<file path="config.mk">
export PLATFORM = sky130hd
export DESIGN_NAME = comparator_bist
export DESIGN_NICKNAME = d
export VERILOG_FILES = /design/src/rtl/comparator_bist.sv
export SDC_FILE = /design/constraint.sdc
export NUM_CORES = 1
export LEC_CHECK = 0
export BUFFER_PORTS_ARGS = -buffer_cell sky130_fd_sc_hd__buf_2
export CAP_MARGIN = 20
export CORE_ASPECT_RATIO = 1.4
export CORE_MARGIN = 5
export CORE_UTILIZATION = 49
export CTS_CLUSTER_SIZE = 12
export DETAILED_ROUTE_END_ITERATION = 6
export GPL_ROUTABILITY_DRIVEN = 1
export GPL_TIMING_DRIVEN = 0
export PLACE_DENSITY_LB_ADDON = 0.3
export SLEW_MARGIN = 20
export SYNTH_ARGS = -nofsm -noshare
export SYNTH_HDL_FRONTEND = slang
export SYNTH_SLANG_ARGS = --single-unit
</file>
<file path="constraint.sdc">
create_clock -name clk -period 1.75 [get_ports clk]
set_input_delay 0.175 -clock clk [delete_from_list [all_inputs] [get_ports clk]]
set_output_delay 0.175 -clock clk [all_outputs]
set_load 0.05 [all_outputs]
</file>
<file path="src/rtl/comparator_bist.sv">
// Built-in self test for a WIDTH-bit magnitude comparator.
// Sweeps every operand pair and tallies mismatching eq/gre/less responses.
module comparator_bist #(
   parameter int WIDTH  = 1,
   parameter int SETTLE = 1
) (
   input  logic             clk,
   input  logic             rst,
   input  logic             start,
   output logic [WIDTH-1:0] cmp_a,
   output logic [WIDTH-1:0] cmp_b,
   input  logic             cmp_eq,
   input  logic             cmp_gre,
   input  logic             cmp_less,
   output logic             busy,
   output logic             done,
   output logic             pass,
   output logic [7:0]       err_count,
   output logic [WIDTH-1:0] fail_a,
   output logic [WIDTH-1:0] fail_b
);

   localparam int IW = 2 * WIDTH;
   localparam logic [IW-1:0] IDX_MAX = '1;
   localparam logic [3:0] SETTLE_LAST = 4'(SETTLE - 1);

   typedef enum logic [1:0] {
      IDLE,
      DRIVE,
      SAMPLE,
      FINISH
   } state_t;

   state_t        state;
   state_t        state_nx;
   logic [IW-1:0] idx;
   logic [3:0]    settle_cnt;
   logic          first_fail;

   logic [2:0]    expected;
   logic [2:0]    response;
   logic          pair_fail;
   logic          settle_end;
   logic          idx_last;
   logic          launch;
   logic [7:0]    err_nx;

   // Operands are slices of the registered index, so they are glitch free.
   assign cmp_a = idx[IW-1:WIDTH];
   assign cmp_b = idx[WIDTH-1:0];

   always_comb begin
      expected   = {cmp_a == cmp_b, cmp_a > cmp_b, cmp_a < cmp_b};
      response   = {cmp_eq, cmp_gre, cmp_less};
      pair_fail  = (response != expected);
      settle_end = (settle_cnt == SETTLE_LAST);
      idx_last   = (idx == IDX_MAX);
      launch     = start && ((state == IDLE) || (state == FINISH));
      err_nx     = err_count;
      if (pair_fail && (err_count != 8'hFF))
         err_nx = err_count + 8'd1;
   end

   always_comb begin
      state_nx = state;
      unique case (state)
         IDLE: begin
            if (launch)
               state_nx = DRIVE;
         end
         DRIVE: begin
            if (settle_end)
               state_nx = SAMPLE;
         end
         SAMPLE: begin
            if (idx_last)
               state_nx = FINISH;
            else
               state_nx = DRIVE;
         end
         FINISH: begin
            if (launch)
               state_nx = DRIVE;
         end
         default: state_nx = IDLE;
      endcase
   end

   always_ff @(posedge clk) begin
      if (rst)
         state <= IDLE;
      else
         state <= state_nx;
   end

   always_ff @(posedge clk) begin
      if (rst) begin
         idx        <= '0;
         settle_cnt <= '0;
         first_fail <= 1'b0;
         busy       <= 1'b0;
         done       <= 1'b0;
         pass       <= 1'b0;
         err_count  <= '0;
         fail_a     <= '0;
         fail_b     <= '0;
      end else if (launch) begin
         idx        <= '0;
         settle_cnt <= '0;
         first_fail <= 1'b0;
         busy       <= 1'b1;
         done       <= 1'b0;
         pass       <= 1'b0;
         err_count  <= '0;
         fail_a     <= '0;
         fail_b     <= '0;
      end else begin
         unique case (state)
            DRIVE: begin
               if (settle_end)
                  settle_cnt <= '0;
               else
                  settle_cnt <= settle_cnt + 4'd1;
            end
            SAMPLE: begin
               err_count <= err_nx;
               if (pair_fail && !first_fail) begin
                  first_fail <= 1'b1;
                  fail_a     <= cmp_a;
                  fail_b     <= cmp_b;
               end
               // Pass is judged on the count including the final pair.
               if (idx_last) begin
                  busy <= 1'b0;
                  done <= 1'b1;
                  pass <= (err_nx == 8'd0);
               end else begin
                  idx <= idx + IW'(1);
               end
            end
            default: begin
            end
         endcase
      end
   end

endmodule

</file>
======== After elaboration in Yosys (flattened, before gate mapping) ========
Index checks and enable logic that the tools add are counted.
storage, ports and cells
  input port bits ......................... 6
  bits in registers ....................... 22
  output and inout bits ................... 15
  word-level logic and storage cells ...... 51
operators by class
  mux-type cells .......................... 9
  equal/unequal tests ..................... 9
  reduce and logical (&&, ||, !) cells .... 17
  bitwise logic cells ..................... 1
  add/subtract/negate cells ............... 3
  $lt $le $gt $ge ......................... 2
operators by type and width
  cell                   count
  $reduce_and A2 Y1      5
  $add A8 B1 Y8 const B  1
  $logic_not A8 Y1       1
  $mux W8                1
  $ne A8 B8 Y1 const B   1
  $eq A2 B2 Y1 const B   3
  $mux W2                3
  $pmux W2 S3            1
  $add A4 B1 Y4 const B  1
  $logic_not A4 Y1       1
  $mux W4                1
  $reduce_bool A2 Y1     2
  $reduce_or A2 Y1       2
  $logic_and A1 B1 Y1    3
  $mux W1                3
  $ne A3 B3 Y1           1
  $add A2 B1 Y2 const B  1
  $eq A2 B1 Y1 const B   1
  $logic_not A2 Y1       1
  $ne A2 B1 Y1 const B   1
  $ne A2 B2 Y1 const B   1
  $eq A1 B1 Y1           1
  $gt A1 B1 Y1           1
  $logic_not A1 Y1       1
  3 further kinds        3

======== Depth between registers and ports, before layout ========
  word-level depth ........................ 5
  gate-level depth with buffers ........... 8
  gate-level depth less buffers ........... 7

======== Least setup slack after synthesis ========
No wires, ideal clock.
  kind .................................... reg2reg
  start ................................... reg idx[1]
  end ..................................... reg err_count[7]
  slack ................................... -417 ps
  path buffers ............................ 0
  arrival ................................. 2040 ps
  library setup time ...................... 128 ps
  period minus slack after synthesis ...... 2167 ps
  required time ........................... 1622 ps
  cell stages (with the launch flop) ...... 8
  cell sequence ........................... dfxtp_1 -> inv_1 -> ha_1 -> xor2_1 -> nor3_1 -> nand3b_1 -> mux2i_1 -> nor2_1
between the ends
  cells in the longest elaborated chain, start to end .. 4
  elaborated cells on any way between the ends .. 6
  those cells by class .................... order compare: 2; eq/ne: 2; mux: 1; reduce/logical: 1
RTL lines
  what                                  RTL line  source
  start: declaration                    36        logic [IW-1:0] idx;
  start signal: assignment              138       idx <= idx + IW'(1);
  $lt A1 B1 Y1 (tied with other cells)  53        expected = {cmp_a == cmp_b, cmp_a > cmp_b, cmp_a < cmp_b};
  $ne A3 B3 Y1 (*)                      55        pair_fail = (response != expected);
  $logic_and A1 B1 Y1 (*)               60        if (pair_fail && (err_count != 8'hFF))
  $mux W8 (*)                           60
  end signal: assignment                126       err_count <= err_nx;
  end: declaration                      18        output logic [7:0] err_count,
Every way passes the cells marked *; elsewhere a longest branch is shown, timed or not.
A chain may end at the register's enable or synchronous reset.

======== Worst setup path in the final report ========
  start ................................... reg idx[1]
  end ..................................... reg pass
between the ends
  cells in the longest elaborated chain, start to end .. 5
  elaborated cells on any way between the ends .. 9
  those cells by class .................... order compare: 2; eq/ne: 3; mux: 1; reduce/logical: 3
RTL lines
  what                                  RTL line  source
  $lt A1 B1 Y1 (tied with other cells)  53
  $ne A3 B3 Y1                          55
  $logic_and A1 B1 Y1                   60
  $mux W8                               60
  $logic_not A8 Y1                      136       pass <= (err_nx == 8'd0);
  end signal: assignment                136
  end: declaration                      17        output logic pass,
Several ways; a longest one is shown, not always the timed one.

==> flow_metrics.tcl <==
set metrics [dict create \
    final_cell_mix "buf_2, nor2_1, dfxtp_1" \
    switching_share_pct 41.7 \
    h-tree-depth 1 \
    place_hpwl_um 2040 \
    post_dp_cell_area_mm2 0.00147 \
    maxCapViolCount 0 \
    internal_power_mw 1.00 \
    antenna_found_initial 0 \
    track_usage_pct 15.3 \
    wl_per_cell_um 13.7 \
    cts_buffers 3 \
    overflow 0 \
    async_reset_ff_share_pct 0 \
    p_clk_share_pct 14.3 \
    synth_edf_count 0 \
    start_kind "register" \
    die_h_um 70.6 \
    hold_class "in -> reg" \
    antenna_cells 0 \
    hold_viol_final 0 \
    first_pass_iters 4 \
    synth_cell_types 39 \
    initial_core_util_pct 50.1 \
    pwr_density_cell_mw_per_mm2 1040 \
    endpoint_kind "register" \
    clk_latency_ns 0.31 \
    port_buffers 20 \
    yosysSeqAreaShare_pct 34.3 \
    worstMarginPinSlew_ns 0.318 \
    utilization_pct 64.5 \
    critPathArrivalTime_ns 1.98 \
    criticalPathCategory "reg -> reg" \
    die_area_mm2 0.00376 \
    cp_slowest_stage_delay_ns 0.40 \
    num_rows 22 \
    max-vdd-ir-drop_mv 1.08 \
    fmax_mhz 581 \
    status "completed" \
    place_inst 207 \
    coreArea_mm2 0.00256 \
    setup_viol 0 \
    ys_seq_elements 22 \
    fin_total_pwr_mw 1.72 \
    vias_per_cell 5.38 \
    gp_congestion 0.811 \
    p_comb_share_pct 49.9 \
    fin_nets 196 \
    fin_area_mm2 0.00165 \
    cp.required_ns 2.01 \
    clk_path_buf_depth 2 \
    post-route-min-period_ns 1.72 \
    yosys_most_used_dff "dfxtp_1" \
    holdWs_ns 0.0594 \
    layout.cells.non_filler 217 \
    ant_nets 0 \
    dieWidth_um 53.3 \
    io_pins 21 \
    cts.clk_slew.worst_paths_ns 0.12 \
    syn_inst 151 \
    grt_max_degree 13 \
    drt-total-wl_um 2970 \
    dr.first_iter.drc_count 35 \
    switchingPower_uw 718 \
    slew_headroom_pct 78.7 \
    cts_sinks 22 \
    path_max_fanout 4 \
    root_buffer "clkbuf_4" \
    remaining_drc_errors 0 \
    vias 1168 \
    avgSynthCellArea_um2 8.50 \
    synth_area_mm2 0.00128 \
    leakagePower_nw 0.638 \
    layout_commonest_cell "buf_2" \
    final-max-slew-violation-count 0 \
    grt_pass1_wl_um 4440 \
    drive_above_1_share_pct 34.8 \
    period_share_pct 98.3 \
    fin_skew_ns 0.00802 \
    synth_fp_nets 165 \
    pwr-share-seq_pct 35.8 \
    crit_path_cell_trace "inv_2, ha_4, buf_4, xnor2_2, a31oi_1, o32ai_1, nand4_1, o21ai_1" \
    yosys_warnings 0 \
    cts_hold_buf 0 \
    critPathSlowestCell "dfxtp_4" \
    cts_tree "built" \
    syn_to_final_growth_pct 28.7 \
    rsz0062_at_grt "yes" \
    grt_pass1_vias 1077 \
]
## per-stage QoR
stage	TNS (ns)	setup WS, ns
6_report	0	0.0296
5_1_grt	-0.276	-0.0704
4_1_cts	0	0.000592
3_5_place_dp	-1.70	-0.179
3_3_place_gp	-1.06	-0.111
2_1_floorplan	0	0.00347
## power by group through the flow
stage          Clock [mW]  Sequential (mW)  Combinational (mW)
2_1_floorplan           0            0.704               0.464
3_3_place_gp            0            0.622               0.661
3_5_place_dp            0            0.625               0.685
4_1_cts             0.249            0.612               0.721
5_1_grt             0.280            0.626               0.932
6_report            0.246            0.617               0.859
## critical path: cells and delay by family (launching register included)
kind            cells  cell delay (ns)
buf+inv             2             0.19
fa+ha+maj           1             0.17
compound gates      3             0.56
simple gates        1             0.14
xor+xnor            1             0.21
flops               1             0.40
## sequential cells by signal, summed over array words and instances, names as in the netlist, 2 cells and up
register and flops:
err_count 8, settle_cnt 4, idx 2, state 2
## cell usage after synthesis, types with 2 or more instances
master,number,share of area (%)
dfxtp_1,22,34
nor2_1,20,5.8
nand2_1,13,3.8
xnor2_1,10,6.8
a21oi_1,9,3.5
inv_1,9,2.6
ha_1,8,7.8
o21ai_0,6,2.3
mux2i_1,5,3.9
nand4_1,4,1.9
nor3_2,4,3.1
xor2_1,4,2.7
nand3_1,3,1.2
nor3_1,3,1.2
a31oi_1,2,0.97
buf_6,2,1.8
clkbuf_1,2,0.59
nand3b_1,2,1.2
nor2b_1,2,0.97
o21ai_1,2,0.78
## timing repair
| item | 4_1_cts | 5_1_grt |
|---|---|---|
| pin swaps | 1 | 9 |
| buffers inserted | 1 | 5 |
| cloned | 1 | 0 |
| setup endpoints to repair | 11 | 10 |
| resized for setup | 3 | 16 |
## cell type report
class	instances	area (um^2)
Tap cell	36	45.0
Timing Repair Buffer	27	150
Buffer	5	36.3
Fill cell	225	908
Sequential cell	22	452
Multi-Input combinational cell	114	906
Clock buffer	4	26.3
Inverter	9	36.3
## layer usage
metal / part of all wire (%) / GRT usage, % / up-vias
met5: 0 / 0 / -
met4: 2.4 / 7.67 / 0
met3: 3.5 / 2.32 / 7
met2: 54 / 26.5 / 23
met1: 40 / 17.4 / 554
li1: - / - / 584
## worst paths after layout
| kind | from | to | slack, ns | cells past startpoint |
|---|---|---|---|---|
| max | idx[1] | pass | 0.03 | 8 |
| max reg2reg | idx[1] | pass | 0.03 | 8 |
| min | rst | state[0] | 0.06 | 2 |
| min reg2reg | pass | pass | 0.48 | 2 |
## cell families (layout without fill, tap and decap cells)
family	count (synthesis)	count (layout)	synth area share (%)
compound gates	27	27	13.6
xor+xnor	14	14	9.55
fa+ha+maj	8	8	7.80
buf+inv	15	45	5.65
flops	22	22	34.3
mux	6	6	4.78
simple gates	59	59	24.3
Power figures use the tool's default switching activity.
